### src/rtl/mem_port_arbiter.sv
// mem_port_arbiter
// Shares the single-port synchronous program/data RAM (1-cycle read latency)
// between the CPU control path and the program loader/debug port.
// One access is in flight at a time: IDLE -> ISSUE_<owner> -> RESP -> IDLE.
// Arbitration is round-robin on contention, except that the loader wins every
// contention while the CPU is halted.
// Optional build macro: ARB_STATS_EN adds a saturating 16-bit contention
// counter on output arb_conflicts.

module mem_port_arbiter #(
    parameter int AW = 5,
    parameter int DW = 8
) (
    input  logic          Clock,
    input  logic          Reset,

    input  logic          cpu_halted,

    input  logic          cpu_req,
    input  logic          cpu_we,
    input  logic [AW-1:0] cpu_addr,
    input  logic [DW-1:0] cpu_wdata,
    output logic          cpu_gnt,
    output logic          cpu_rvalid,
    output logic [DW-1:0] cpu_rdata,

    input  logic          ldr_req,
    input  logic          ldr_we,
    input  logic [AW-1:0] ldr_addr,
    input  logic [DW-1:0] ldr_wdata,
    output logic          ldr_gnt,
    output logic          ldr_rvalid,
    output logic [DW-1:0] ldr_rdata,

    output logic          mem_en,
    output logic          mem_we,
    output logic [AW-1:0] mem_addr,
    output logic [DW-1:0] mem_wdata,
`ifdef ARB_STATS_EN
    output logic [15:0]   arb_conflicts,
`endif
    input  logic [DW-1:0] mem_rdata
);

    typedef enum logic [1:0] {
        ST_IDLE      = 2'd0,
        ST_ISSUE_CPU = 2'd1,
        ST_ISSUE_LDR = 2'd2,
        ST_RESP      = 2'd3
    } state_t;

    typedef enum logic {
        REQ_CPU = 1'b0,
        REQ_LDR = 1'b1
    } req_t;

    state_t          state_r;
    req_t            owner_r;     // requester that owns the access in flight
    req_t            last_gnt_r;  // most recent winner, for round-robin
    logic            resp_we_r;   // access in flight is a write: return zero data

    logic            any_req_s;
    req_t            winner_s;
    logic            win_we_s;
    logic [AW-1:0]   win_addr_s;
    logic [DW-1:0]   win_wdata_s;

    // Arbitration rule applied while IDLE. A lone requester always wins.
    // On contention the loader wins while the CPU is halted; otherwise the
    // requester that did not win last time gets the slot.
    function automatic req_t pick_winner(
        input logic halted,
        input logic c_req,
        input logic l_req,
        input req_t last
    );
        req_t w;
        if (c_req && l_req) begin
            if (halted) begin
                w = REQ_LDR;
            end else if (last == REQ_LDR) begin
                w = REQ_CPU;
            end else begin
                w = REQ_LDR;
            end
        end else if (l_req) begin
            w = REQ_LDR;
        end else begin
            w = REQ_CPU;
        end
        return w;
    endfunction

    assign any_req_s = cpu_req | ldr_req;
    assign winner_s  = pick_winner(cpu_halted, cpu_req, ldr_req, last_gnt_r);

    // Select the winning requester's access attributes for capture in IDLE.
    always_comb begin
        win_we_s    = 1'b0;
        win_addr_s  = {AW{1'b0}};
        win_wdata_s = {DW{1'b0}};
        if (winner_s == REQ_CPU) begin
            win_we_s    = cpu_we;
            win_addr_s  = cpu_addr;
            win_wdata_s = cpu_wdata;
        end else begin
            win_we_s    = ldr_we;
            win_addr_s  = ldr_addr;
            win_wdata_s = ldr_wdata;
        end
    end

    // Arbiter FSM with registered grant, response and RAM-side outputs.
    // Pulses (gnt, rvalid, mem_en, mem_we) default low every cycle and are
    // raised only in the state that owns them. An asynchronous reset kills
    // an in-flight access before the RAM samples it, and no rvalid follows.
    always_ff @(posedge Clock or posedge Reset) begin
        if (Reset) begin
            state_r    <= ST_IDLE;
            owner_r    <= REQ_CPU;
            last_gnt_r <= REQ_LDR;
            resp_we_r  <= 1'b0;
            cpu_gnt    <= 1'b0;
            ldr_gnt    <= 1'b0;
            cpu_rvalid <= 1'b0;
            ldr_rvalid <= 1'b0;
            mem_en     <= 1'b0;
            mem_we     <= 1'b0;
            mem_addr   <= {AW{1'b0}};
            mem_wdata  <= {DW{1'b0}};
        end else begin
            cpu_gnt    <= 1'b0;
            ldr_gnt    <= 1'b0;
            cpu_rvalid <= 1'b0;
            ldr_rvalid <= 1'b0;
            mem_en     <= 1'b0;
            mem_we     <= 1'b0;
            case (state_r)
                ST_IDLE: begin
                    if (any_req_s) begin
                        owner_r    <= winner_s;
                        last_gnt_r <= winner_s;
                        resp_we_r  <= win_we_s;
                        mem_en     <= 1'b1;
                        mem_we     <= win_we_s;
                        mem_addr   <= win_addr_s;
                        mem_wdata  <= win_wdata_s;
                        if (winner_s == REQ_CPU) begin
                            cpu_gnt <= 1'b1;
                            state_r <= ST_ISSUE_CPU;
                        end else begin
                            ldr_gnt <= 1'b1;
                            state_r <= ST_ISSUE_LDR;
                        end
                    end else begin
                        state_r <= ST_IDLE;
                    end
                end
                ST_ISSUE_CPU: begin
                    cpu_rvalid <= 1'b1;
                    state_r    <= ST_RESP;
                end
                ST_ISSUE_LDR: begin
                    ldr_rvalid <= 1'b1;
                    state_r    <= ST_RESP;
                end
                ST_RESP: begin
                    state_r <= ST_IDLE;
                end
                default: begin
                    state_r <= ST_IDLE;
                end
            endcase
        end
    end

    // Steer RAM read data to the owner only during its rvalid cycle; write
    // completions and the non-owner always see zero.
    always_comb begin
        cpu_rdata = {DW{1'b0}};
        ldr_rdata = {DW{1'b0}};
        if (cpu_rvalid && (owner_r == REQ_CPU) && !resp_we_r) begin
            cpu_rdata = mem_rdata;
        end else begin
            cpu_rdata = {DW{1'b0}};
        end
        if (ldr_rvalid && (owner_r == REQ_LDR) && !resp_we_r) begin
            ldr_rdata = mem_rdata;
        end else begin
            ldr_rdata = {DW{1'b0}};
        end
    end

`ifdef ARB_STATS_EN
    // Count IDLE cycles in which both requesters compete; saturate at max.
    always_ff @(posedge Clock or posedge Reset) begin
        if (Reset) begin
            arb_conflicts <= 16'h0000;
        end else if ((state_r == ST_IDLE) && cpu_req && ldr_req &&
                     (arb_conflicts != 16'hFFFF)) begin
            arb_conflicts <= arb_conflicts + 16'h0001;
        end else begin
            arb_conflicts <= arb_conflicts;
        end
    end
`endif

endmodule

### config.mk
export PLATFORM = sky130hd
export DESIGN_NAME = mem_port_arbiter
export DESIGN_NICKNAME = d
export VERILOG_FILES = /design/src/rtl/mem_port_arbiter.sv
export SDC_FILE = /design/constraint.sdc
export NUM_CORES = 1
export LEC_CHECK = 0
export CORE_MARGIN = 2
export CORE_UTILIZATION = 55
export CTS_CLUSTER_DIAMETER = 200
export CTS_CLUSTER_SIZE = 8
export DETAILED_ROUTE_END_ITERATION = 10
export DONT_BUFFER_PORTS = 1
export MAX_ROUTING_LAYER = met4
export PLACE_DENSITY_LB_ADDON = 0.3
export SYNTH_ARGS = -nofsm -noshare
export SYNTH_HDL_FRONTEND = slang
export SYNTH_SLANG_ARGS = --single-unit
### constraint.sdc
create_clock -name Clock -period 1.5 [get_ports Clock]
set_input_delay 0.15 -clock Clock [delete_from_list [all_inputs] [get_ports Clock]]
set_output_delay 0.15 -clock Clock [all_outputs]
set_load 0.005 [all_outputs]
### After elaboration in Yosys (flattened, before gate mapping)

Index checks and enable logic that the tools add are counted.

* register bits: 24
* input port bits: 41
* output and inout bits: 35
* word-level logic and storage cells: 50

* eq/ne operators: 3
* muxes and demuxes: 24
* bitwise operators: 2
* reduce and logical (&&, ||, !) cells: 9

Operator list (number)
* 8-bit two-way mux: 3
* 1-bit two-way mux: 17
* 2-bit one-hot mux with 3 select lines: 1
* 1-bit logical AND: 5
* 5-bit two-way mux: 1
* 2-bit == test (second input constant): 2
* 2-bit two-way mux: 2
* 2-bit by 1-bit == test with 1-bit output (second input constant): 1
* 2-bit logical NOT: 1
* 2-bit AND reduction: 1
* 2-bit OR reduction: 1
* 1-bit logical NOT: 1
* 1-bit inverter: 1
* 1-bit OR: 1

### Longest topological paths before layout

Gate-level depths: netlist of the first run.

* word-level depth: 6
* gate-level depth with buffers: 8
* gate-level depth less buffers: 6

### Worst setup path before layout of the first run

No wires, ideal clock.

* path type: reg-to-reg
* start: register state_r[0]
* end: register mem_addr[2]
* library setup time: 0.128 ns
* arrival: 1.246 ns
* required time: 1.372 ns
* setup slack: 0.127 ns
* stages on the path, launching flop included: 9
* path buffers: 2
* period minus slack after synthesis: 1.373 ns
* path through: dfrtp_1 > inv_1 > ha_1 > buf_2 > o21ai_2 > inv_2 > buf_4 > nand2_1 > o211ai_2

* cells in the longest elaborated chain, start to end: 2

RTL lines
* start, declared: RTL line 57 `state_t state_r;`
* start signal, assigned: RTL line 119 `state_r <= ST_IDLE;`
* start signal, assigned: RTL line 150 `state_r <= ST_ISSUE_CPU;`
* start signal, assigned: RTL line 153 `state_r <= ST_ISSUE_LDR;`
* 2-bit logical NOT: RTL line 138 `case (state_r)`
* 2-bit AND reduction (no source line)
* end signal, assigned: RTL line 129 `mem_addr <= {AW{1'b0}};`
* end signal, assigned: RTL line 146 `mem_addr <= win_addr_s;`
* end, declared: RTL line 37 `output logic [AW-1:0] mem_addr,`

No other way between the ends.
A chain may end at the register's enable or synchronous reset.

### Worst setup path in the final report of the first run

* start: register resp_we_r
* end: output ldr_rdata[5]

* cells in the longest elaborated chain, start to end: 3

RTL lines
* start, declared: RTL line 60 `logic resp_we_r;`
* start signal, assigned: RTL line 143 `resp_we_r <= win_we_s;`
* 1-bit logical NOT: RTL line 187 `if (ldr_rvalid && (owner_r == REQ_LDR) && !resp_we_r) begin`
* 1-bit logical AND: RTL line 187
* 8-bit two-way mux: RTL line 187
* end, declared: RTL line 33 `output logic [DW-1:0] ldr_rdata,`

No other way between the ends.

==> summary.md, run 1 <==
| Metric | Value |
|---|---|
| Antenna diodes | `0` |
| Max_cap viols | `0` |
| Rel. slew slack | `62.1%` |
| Die Area | `2730 um^2` |
| Clock Latency Late Sink | `0.31 ns` |
| Worst path required time | `1.35 ns` |
| TritonCTS buffer count | `3` |
| Lkg Pwr | `0.702 nW` |
| Uppermost layer routed | `met4` |
| Largest family of logic cells by synthesized area | `simple AND/OR/NAND/NOR gates` |
| Main synth FF type | `dfrtp_1` |
| DRT iter0 DRCs | `27` |
| Cell taking the most area after synthesis | `dfrtp_1` |
| Initial antenna violation count | `0` |
| Crit start category | `flop` |
| Drt drc | `0` |
| Area share of fa/ha/maj cells after synthesis | `approximately 4%` |
| Fin crit share | `~93%` |
| Distinct cells, synth | `29` |
| FMAX | `~0.7 GHz` |
| Syn Inst Count | `between 100 and 150` |
| Final Skew | `between 0.0015 and 0.002 ns` |
| Xor and xnor area share after synthesis | `0%` |
| First-pass GRT wire length | `4690 um` |
| CP Max Fanout | `8` |
| Dpl ws | `0.118 ns` |
| Setup TNS | `0 ns` |
| Initial core utilization | `57.8%` |
| CTS tree | `done` |
| WL met2 | `1680 um` |
| Fin crit period | `1.39 ns` |
| Core region area | `2210 um^2` |
| WL final | `3100 um` |
| DPL Wire Length | `2110 um` |
| Synthesis Warnings | `0` |
| Routed wl met3 | `roughly 250 um` |
| Nets | `191` |
| Power Dens Cells | `1740 nW/um^2` |
| Compound-Gate Fraction of Synth Area | `about 14%` |
| Peak VDD IR | `1090 uV` |
| Ports | `76` |
| Max-slew violation count | `0` |
| Final hold slack | `0.0141 ns` |
| Crit path kind | `flop to output pin` |
| Via count | `1048` |
| Placed inst area | `1290 um^2` |
| Hold/Removal Path Class | `primary input to flop` |
| RePlAce Congestion | `0.765` |
| Synth area leaders | `dfrtp_1 (45%), nand2_1 (7.9%), and2_1 (7.8%), o211ai_2 (7.8%), nand4_1 (6.8%)` |
| Worst-path clk slew | `around 0.13 ns` |
| Wire length on met1 | `1100 um` |
| Most instantiated cells after synthesis | `nand2_1 (27), dfrtp_1 (23), and2_1 (16)` |
| Finished Layout Cells | `approximately 170` |
| Avg Cell Area, Syn | `9.91 um^2` |
| Largest net degree at the start of global routing | `20` |
| Synth Register Bits | `24` |
| Synth Cell Area | `1280 um^2` |
| Seq/Total Area, Yosys | `47.1%` |
| Syn_nets | `around 170` |
| Setup-failing EPs final | `0` |
| Die H | `52.2 um` |
| P&R area growth vs syn | `17.2%` |
| Clock Sinks | `24` |
| Post-synth ARST share | `100%` |
| RSZ-0062 raised after global routing | `no` |
| H-tree levels | `1` |
| Synth top area share | `45.0%` |
| Share of layout cells above drive strength 1 | `15.9%` |
| Total GRT Usage | `24.5%` |
| Endpoints failing hold | `0` |
| WL/cell | `17.9 um` |
| Vias in the first global route | `roughly 1100` |
| Least-Margin Pin Slew | `0.567 ns` |
| Grt ovf | `0` |
| Final Util | `67.8%` |
| Tot Pwr | `2.61 mW` |
| Fin area | `1500 um^2` |
| Root Driver | `clkbuf_4` |
| Post-Place Cells | `153` |
| Critical path arrival | `1.24 ns` |
| Most frequent cell after synthesis | `nand2_1` |
| Pre-Repair DR Iteration Count | `4` |
| Outcome | `complete, no violations` |
| Crit. End Element | `output pin` |
| Number of synthesized flops with an enable pin | `0` |
| Die Wd | `52.2 um` |
| Row count | `17` |
| Final ANT Viol Nets | `0` |
| Clock tree buffer depth | `2` |
| Setup ws final | `0.109 ns` |
| Port bufs | `0` |
| Post-Synth Simple-Gate Area | `28.4%` |
| Multiplexer share of the synthesized area | `0%` |
| Drt via density | `6.06` |
registers in the layout (all words and copies together) (netlist names):
signal,flops
cpu_gnt,1
cpu_rvalid,1
last_gnt_r,1
ldr_gnt,1
ldr_rvalid,1
mem_addr,5
mem_en,1
mem_wdata,8
mem_we,1
owner_r,1
resp_we_r,1
state_r,2
cells in the final DEF (no fill, tap or decap):
master | synthesis | layout
nand3_1 | 1 | 1
nand2_1 | 27 | 27
ha_1 | 4 | 4
nand4_1 | 14 | 14
nand3b_1 | 1 | 1
a21o_1 | 2 | 2
clkbuf_4 | 0 | 3
and2_4 | 1 | 1
o21ai_0 | 2 | 2
nand2b_1 | 1 | 1
and3b_1 | 1 | 1
nand3b_4 | 1 | 1
nor2_1 | 1 | 1
o22ai_1 | 1 | 1
inv_4 | 0 | 1
buf_4 | 1 | 5
clkbuf_8 | 0 | 1
inv_1 | 5 | 5
dfstp_2 | 1 | 1
nor3b_2 | 0 | 1
dfrtp_1 | 23 | 23
and2_1 | 16 | 16
a211oi_1 | 1 | 1
and3_1 | 1 | 1
o211ai_2 | 8 | 8
o21ai_2 | 1 | 1
dlygate4sd3_1 | 0 | 16
o211ai_1 | 5 | 5
layer usage:
metal	vias to the layer above	global-route usage (%)
met5	-	-
met4	0	13.7
met1	495	26.0
li1	480	-
met2	65	43.2
met3	8	4.00
power breakdown:
part	leakage (nW)	internal, mW	switching [mW]	total, mW
Clock	0.0210	0.148	0.188	0.336
Combinational	0.384	0.447	0.618	1.07
Sequential	0.296	0.968	0.237	1.20
Total	0.702	1.56	1.04	2.61
layout make-up:
type,count,area [um^2]
clock buffers,4,36.3
repair buffers,21,198
flip-flops and latches,24,602
multi-input cells,90,603
inverters,6,25.0
fillers,174,713
well taps,28,35.0
final timing paths:
check / startpoint / to / slack [ns] / cells after the start
max in group asynchronous: Reset / mem_en / 0.63 / 3
min: ldr_req / mem_addr[1] / 0.01 / 2
min reg2reg: mem_wdata[0] / mem_wdata[0] / 0.54 / 2
min in group asynchronous: Reset / cpu_rvalid / 0.32 / 2
max: resp_we_r / ldr_rdata[5] / 0.11 / 2
max reg2reg: state_r[0] / mem_wdata[3] / 0.13 / 6
worst max-delay path: stages (launching register included):
cell	delay, ns
dfrtp_1	0.43
and3b_1	0.32
and2_1	0.19
repair_timing:
action	CTS	global route
gates resized for setup	0	2
endpoints found under the setup margin	0	19
hold buffers	13	3
setup buffers	0	0
hold endpoints to repair	26	4
logic make-up (layout without fill, tap and decap cells):
logic type,after synthesis,count (layout)
AND/OR/NAND/NOR,66,66
buffers and inverters,15,31
AO/OA/AOI/OAI,20,20
adder cells (fa/ha/maj),4,4
flip-flops,24,24
No activity file was read; power rests on OpenSTA's default activity.
==> run 2, diff against run 1 <==
Settings changed: CORE_UTILIZATION 55 to 45.
==> run 2 against run 1 <==
Total power up 3.5%. Critical path type is now flop to flop. Routed wire length up 3.4%. Final cell count up 3.5%. Sequential cell count unchanged. Via count up 2.1%. First-iteration DRC count unchanged. Worst setup slack worse by 0.0074 ns. Sequential share of layout area down 0.82 points. Clock power up 2%. Global-route usage down 4.8 points.
==> summary.md, run 2 (same netlist as run 1, synthesis figures left out) <==
| Metric | Value |
|---|---|
| Worst-path cell chain | `inv_1 > ha_2 > o21ai_4 > clkinvlp_4 > nand2_1 > o211ai_2` |
| WL final | `3200 um` |
| Endpoints failing hold | `0` |
| Die Area | `3280 um^2` |
| Cell Int Power | `roughly 1.6 mW` |
| Die H | `57.3 um` |
| Setup TNS | `0 ns` |
| Ports | `76` |
| FMAX | `just over 0.7 GHz` |
| Total GRT Usage | `19.7%` |
| Via count | `1070` |
| Gate power share | `42.9%` |
| Max_cap viols | `0` |
| Crit path kind | `flop to flop` |
| Nets | `194` |
| Worst path bufs/invs | `2` |
| Fin crit share | `93.2%` |
| Die Wd | `57.3 um` |
| Flip-flop count of the largest register after layout | `8` |
| Root Driver | `clkbuf_4` |
| TritonCTS buffer count | `3` |
| DRT iter0 DRCs | `27` |
| H-tree levels | `1` |
| Final Skew | `0.00305 ns` |
| Row count | `19` |
| Largest register by flop count | `mem_wdata` |
| Critical path arrival | `1.61 ns` |
| Peak VDD IR | `between 900 and 1000 uV` |
| Port bufs | `0` |
| Crit-path leading delay family | `flip-flops` |
| Drt drc | `0` |
| Setup-failing EPs final | `0` |
| Crit. End Element | `flop` |
| Vias in the first global route | `975` |
| Antenna diodes | `0` |
| Clock tree buffer depth | `2` |
| RSZ-0062 raised after global routing | `no` |
| Pre-Repair DR Iteration Count | `4` |
| Rel. slew slack | `78.8%` |
| RePlAce Congestion | `0.733` |
| Clock power share | `12.7%` |
| Switching portion of total power | `40.0%` |
| First-pass GRT wire length | `4790 um` |
| Initial antenna violation count | `0` |
| Final ANT Viol Nets | `0` |
| Hold/Removal Path Class | `primary input to flop` |
| Tot Pwr | `2.70 mW` |
| Switching Power | `1.08 mW` |
| Commonest cells after routing, fill and taps aside | `nand2_1 (27), dfrtp_1 (23), and2_1 (16), dlygate4sd3_1 (16), nand4_1 (14)` |
| Grt ovf | `0` |
| Regs by FF count | `mem_wdata: 8 flops, mem_addr: 5 flops, state_r: 2 flops` |
| DPL Wire Length | `about 2200 um` |
| CTS tree | `done` |
| Lkg Pwr | `0.709 nW` |
| P&R area growth vs syn | `19.7%` |
| Initial core utilization | `46.8%` |
| Share of layout cells above drive strength 1 | `17.6%` |
| Commonest non-fill, non-tap cell in the layout | `nand2_1` |
| Fin crit period | `1.40 ns` |
| Setup slack, reg-to-reg | `slightly above 0.1 ns` |
| Slowest CP cell | `dfrtp_1` |
| CP Max Fanout | `7` |
| Largest net degree at the start of global routing | `25` |
| Worst-path clk slew | `0.13 ns` |
| Worst path required time | `around 1.7 ns` |
| Share of power burned in registers | `approximately 44%` |
| Clock Sinks | `24` |
| Outcome | `complete, no violations` |
| Power Dens Cells | `1760 nW/um^2` |
| Max-slew violation count | `0` |
| Clock Latency Late Sink | `0.31 ns` |
| Core region area | `2730 um^2` |
| Crit start category | `flop` |
| WL/cell | `17.9 um` |
| Drt via density | `5.98` |
| Least-Margin Pin Slew | `0.318 ns` |
| CP max stage delay | `a little under 0.4 ns` |
==> run 2: stage by stage <==
| step | hold slack [ns] | cells | util [%] | area [um^2] | setup slack (ns) |
|---|---|---|---|---|---|
| 2_1_floorplan | 0.164 | 129 | - | 1280 | 0.127 |
| 3_3_place_gp | 0.103 | 157 | 47.8 | 1310 | 0.197 |
| 3_5_place_dp | 0.109 | 157 | 47.8 | 1310 | 0.0832 |
| 4_1_cts | 0.00170 | 175 | 54.2 | 1480 | 0.0479 |
| 5_1_grt | 0.00120 | 179 | 56.0 | 1530 | 0.00532 |
| 6_report | 0.00422 | 179 | 56.0 | 1530 | 0.102 |
==> run 2: area by class of cell <==
cell class	count	area (um^2)
Clock buffer	4	36.3
Fill cell	222	1200
Inverter	6	25.0
Multi-Input combinational cell	90	608
Sequential cell	24	602
Tap cell	31	38.8
Timing Repair Buffer	23	213
Timing Repair inverter	1	7.51
==> run 2: path summary, 6_finish.rpt <==
check / start / to / cells after the start
min in group asynchronous: Reset / mem_wdata[0] / 3
min: cpu_wdata[5] / mem_wdata[5] / 2
max: state_r[1] / mem_addr[3] / 6
max in group asynchronous: Reset / last_gnt_r / 3
max reg2reg: state_r[1] / mem_addr[3] / 6
min reg2reg: owner_r / owner_r / 1
==> run 2: layer usage <==
layer	share of wire [%]	GRT usage (%)	up-vias
li1	-	-	482
met1	39	25.4	516
met2	49	31.4	68
met3	11	4.99	4
met4	0.66	4.98	0
met5	0	-	-
==> run 2: power by group through the flow <==
stage / Combinational, mW / Clock (mW) / Sequential (mW)
finish: 1.16 / 0.343 / 1.20
global route: 1.28 / 0.378 / 1.23
CTS: 1.08 / 0.350 / 1.20
detailed placement: 1.05 / 0 / 1.21
global placement: 0.996 / 0 / 1.21
floorplan: 0.838 / 0 / 1.15
==> run 2: what timing repair did <==
action | in CTS | in global routing
setup buffers | 0 | 1
gates resized for setup | 0 | 3
hold endpoints to repair | 37 | 3
endpoints found under the setup margin | 0 | 13
hold buffers | 14 | 2
==> run 3, diff against run 2 <==
Settings changed: ABC_AREA set to 1.
==> run 3 against run 2 <==
Worst hold slack improved by 0.026 ns. Combinational power decreased by 23%. Final cell count rose by 21%. Sequential power hardly changed. Routed wire length is 10% lower. Critical path type is now flop to output pin. Largest cell class is now flip-flops and latches. Highest routed layer unchanged.
==> summary.md, run 3 <==
| Metric | Value |
|---|---|
| Die Area | `3590 um^2` |
| Crit start category | `flop` |
| Setup-failing EPs final | `0` |
| Synth area leaders | `dfrtp_1 (41%), inv_1 (12%), nand3_1 (10%), nand2_1 (9.6%), nor2_1 (4.8%)` |
| Flip-flop count of the largest register after layout | `8` |
| Least-Margin Pin Slew | `0.305 ns` |
| Via count | `1118` |
| Syn_nets | `227` |
| Clock power share | `13.7%` |
| Cell taking the most area after synthesis | `dfrtp_1` |
| Grt ovf | `0` |
| Largest net degree at the start of global routing | `25` |
| H-tree levels | `1` |
| Die H | `59.9 um` |
| Hold/Removal Path Class | `primary input to flop` |
| Multi-input gate area | `553 um^2` |
| Core region area | `3000 um^2` |
| First-pass GRT wire length | `4550 um` |
| Most frequent cell after synthesis | `inv_1` |
| Worst path required time | `roughly 1.4 ns` |
| DRT iter0 DRCs | `34` |
| Max-slew violation count | `0` |
| Peak VDD IR | `roughly 530 uV` |
| FMAX | `0.724 GHz` |
| Cell Int Power | `1.44 mW` |
| Worst-path clk slew | `roughly 0.13 ns` |
| Critical path arrival | `1.23 ns` |
| WL/cell | `~13 um` |
| Clock Latency Late Sink | `0.31 ns` |
| Post-CTS setup buffers | `0` |
| Rel. slew slack | `79.7%` |
| Synth top area share | `around two fifths` |
| Finished Layout Cells | `217` |
| Crit. End Element | `output pin` |
| Drt via density | `approximately 5.2` |
| Drt drc | `0` |
| WL final | `2870 um` |
| Clock Sinks | `24` |
| CP max stage delay | `around 0.43 ns` |
| Initial antenna violation count | `0` |
| Syn Inst Count | `182` |
| Commonest cells after routing, fill and taps aside | `inv_1 (45), nand2_1 (36), nand3_1 (28), dfrtp_1 (23), nor2_1 (18)` |
| Main synth FF type | `dfrtp_1` |
| Outcome | `complete, no violations` |
| Antenna diodes | `0` |
| Fin area | `1440 um^2` |
| Switching Power | `between 1 and 1.5 mW` |
| Nets | `230` |
| Pre-Repair DR Iteration Count | `4` |
| Seq/Total Area, Yosys | `42.8%` |
| Commonest non-fill, non-tap cell in the layout | `inv_1` |
| Synthesis Warnings | `0` |
| DPL Wire Length | `2230 um` |
| FILL cells | `299` |
| Largest register by flop count | `mem_wdata` |
| Slowest CP cell | `dfrtp_1` |
| Worst-path cell chain | `nand3b_1 > nor2_1` |
| RSZ-0062 raised after global routing | `yes` |
| Ports | `76` |
| CP Max Fanout | `8` |
| CTS tree | `done` |
| Switching portion of total power | `41.5%` |
| Setup TNS | `0 ns` |
| Share of layout cells above drive strength 1 | `13.0%` |
| Most instantiated cells after synthesis | `inv_1 (45), nand2_1 (36), nand3_1 (29)` |
| Fin crit share | `between 90 and 100%` |
| Final Skew | `0.00945 ns` |
| Crit path kind | `flop to output pin` |
| Gate power share | `36.4%` |
| TritonCTS buffer count | `3` |
| Endpoints failing hold | `0` |
| Fin crit period | `1.38 ns` |
| Clock tree buffer depth | `2` |
| Die Wd | `between 50 and 60 um` |
| P&R area growth vs syn | `2.58%` |
| Storage cell area | `602 um^2` |
| Root Driver | `clkbuf_4` |
| Post-Place Cells | `212` |
| Synth Register Bits | `24` |
| Share of power burned in registers | `between 40 and 50%` |
| Placed inst area | `~1400 um^2` |
| Total GRT Usage | `roughly 17%` |
| Port bufs | `0` |
| Regs by FF count | `mem_wdata: 8 flops, mem_addr: 5 flops, state_r: 2 flops` |
| Vias in the first global route | `1057` |
| Number of synthesized flops with an enable pin | `0` |
| Max_cap viols | `0` |
| Post-synth ARST share | `between 90% and 100%` |
| Power Dens Cells | `1710 nW/um^2` |
| Synth Cell Area | `~1400 um^2` |
| RePlAce Congestion | `0.864` |
| Final ANT Viol Nets | `0` |
| Avg Cell Area, Syn | `7.73 um^2` |
| Distinct cells, synth | `18` |
| Initial core utilization | `46.8%` |
| Row count | `20` |
| Lkg Pwr | `between 0.8 and 0.9 nW` |
-- run 3: final cells by class --
| class | count | share of cell area [%] |
|---|---|---|
| sequential | 24 | 41.7 |
| multi-input combinational | 106 | 38.3 |
| inverter | 46 | 12.3 |
| tap | 33 | 2.86 |
| clock buffer | 4 | 2.52 |
| timing repair buffer | 4 | 2.25 |
-- run 3: per-stage QoR --
stage	util [%]	power [mW]	setup WS, ns	hold slack (ns)
after floorplan	-	2.01	0.229	0.164
after global placement	46.3	2.11	0.195	0.103
after detailed placement	46.3	2.16	0.138	0.111
after CTS	47.9	2.50	0.105	0.0287
after global routing	48.0	2.71	-0.00356	0.0317
final	48.0	2.46	0.118	0.0299
-- run 3: logic make-up (layout without fill, tap and decap cells) --
logic type / Yosys count / after routing / share of synthesized area, %
compound gates: 4 / 4 / 1.42
buf+inv: 52 / 54 / 18.2
simple gates: 98 / 98 / 34.0
flops: 24 / 24 / 42.8
fa+ha+maj: 4 / 4 / 3.56
-- run 3: worst paths after layout --
check / startpoint / to / slack [ns] / depth (start not counted)
setup / recovery: owner_r / cpu_rdata[1] / 0.12 / 2
hold / removal: cpu_wdata[2] / mem_wdata[2] / 0.03 / 4
setup reg to reg: state_r[0] / mem_wdata[3] / 0.15 / 7
hold reg to reg: resp_we_r / resp_we_r / 0.50 / 2
max in group asynchronous: Reset / last_gnt_r / 0.91 / 3
min in group asynchronous: Reset / mem_we / 0.31 / 3
-- run 3: repair_timing --
item | in CTS | in global routing
gates resized for setup | 0 | 1
hold buffers | 1 | 0
endpoints found under the setup margin | 0 | 7
hold endpoints to repair | 23 | 0
-- run 3: worst max-delay path, delay by kind of cell (launching register included) --
family | cells | cell delay (ns)
and+or+nand+nor | 2 | 0.50
DFF | 1 | 0.43
-- run 3: power groups by stage --
stage          Sequential (mW)  Clock [mW]  Combinational, mW
2_1_floorplan             1.18           0              0.839
3_3_place_gp              1.24           0              0.872
3_5_place_dp              1.25           0              0.917
4_1_cts                   1.24       0.346              0.918
5_1_grt                   1.28       0.379               1.06
6_report                  1.23       0.337              0.897
-- run 3: metal layers --
| metal | vias up | global-route usage (%) | routed length [um] |
|---|---|---|---|
| li1 | 535 | - | - |
| met1 | 520 | 17.6 | 1090 |
| met2 | 59 | 33.2 | 1510 |
| met3 | 4 | 4.55 | 231 |
| met4 | 0 | 3.81 | 36 |
| met5 | - | - | 0 |
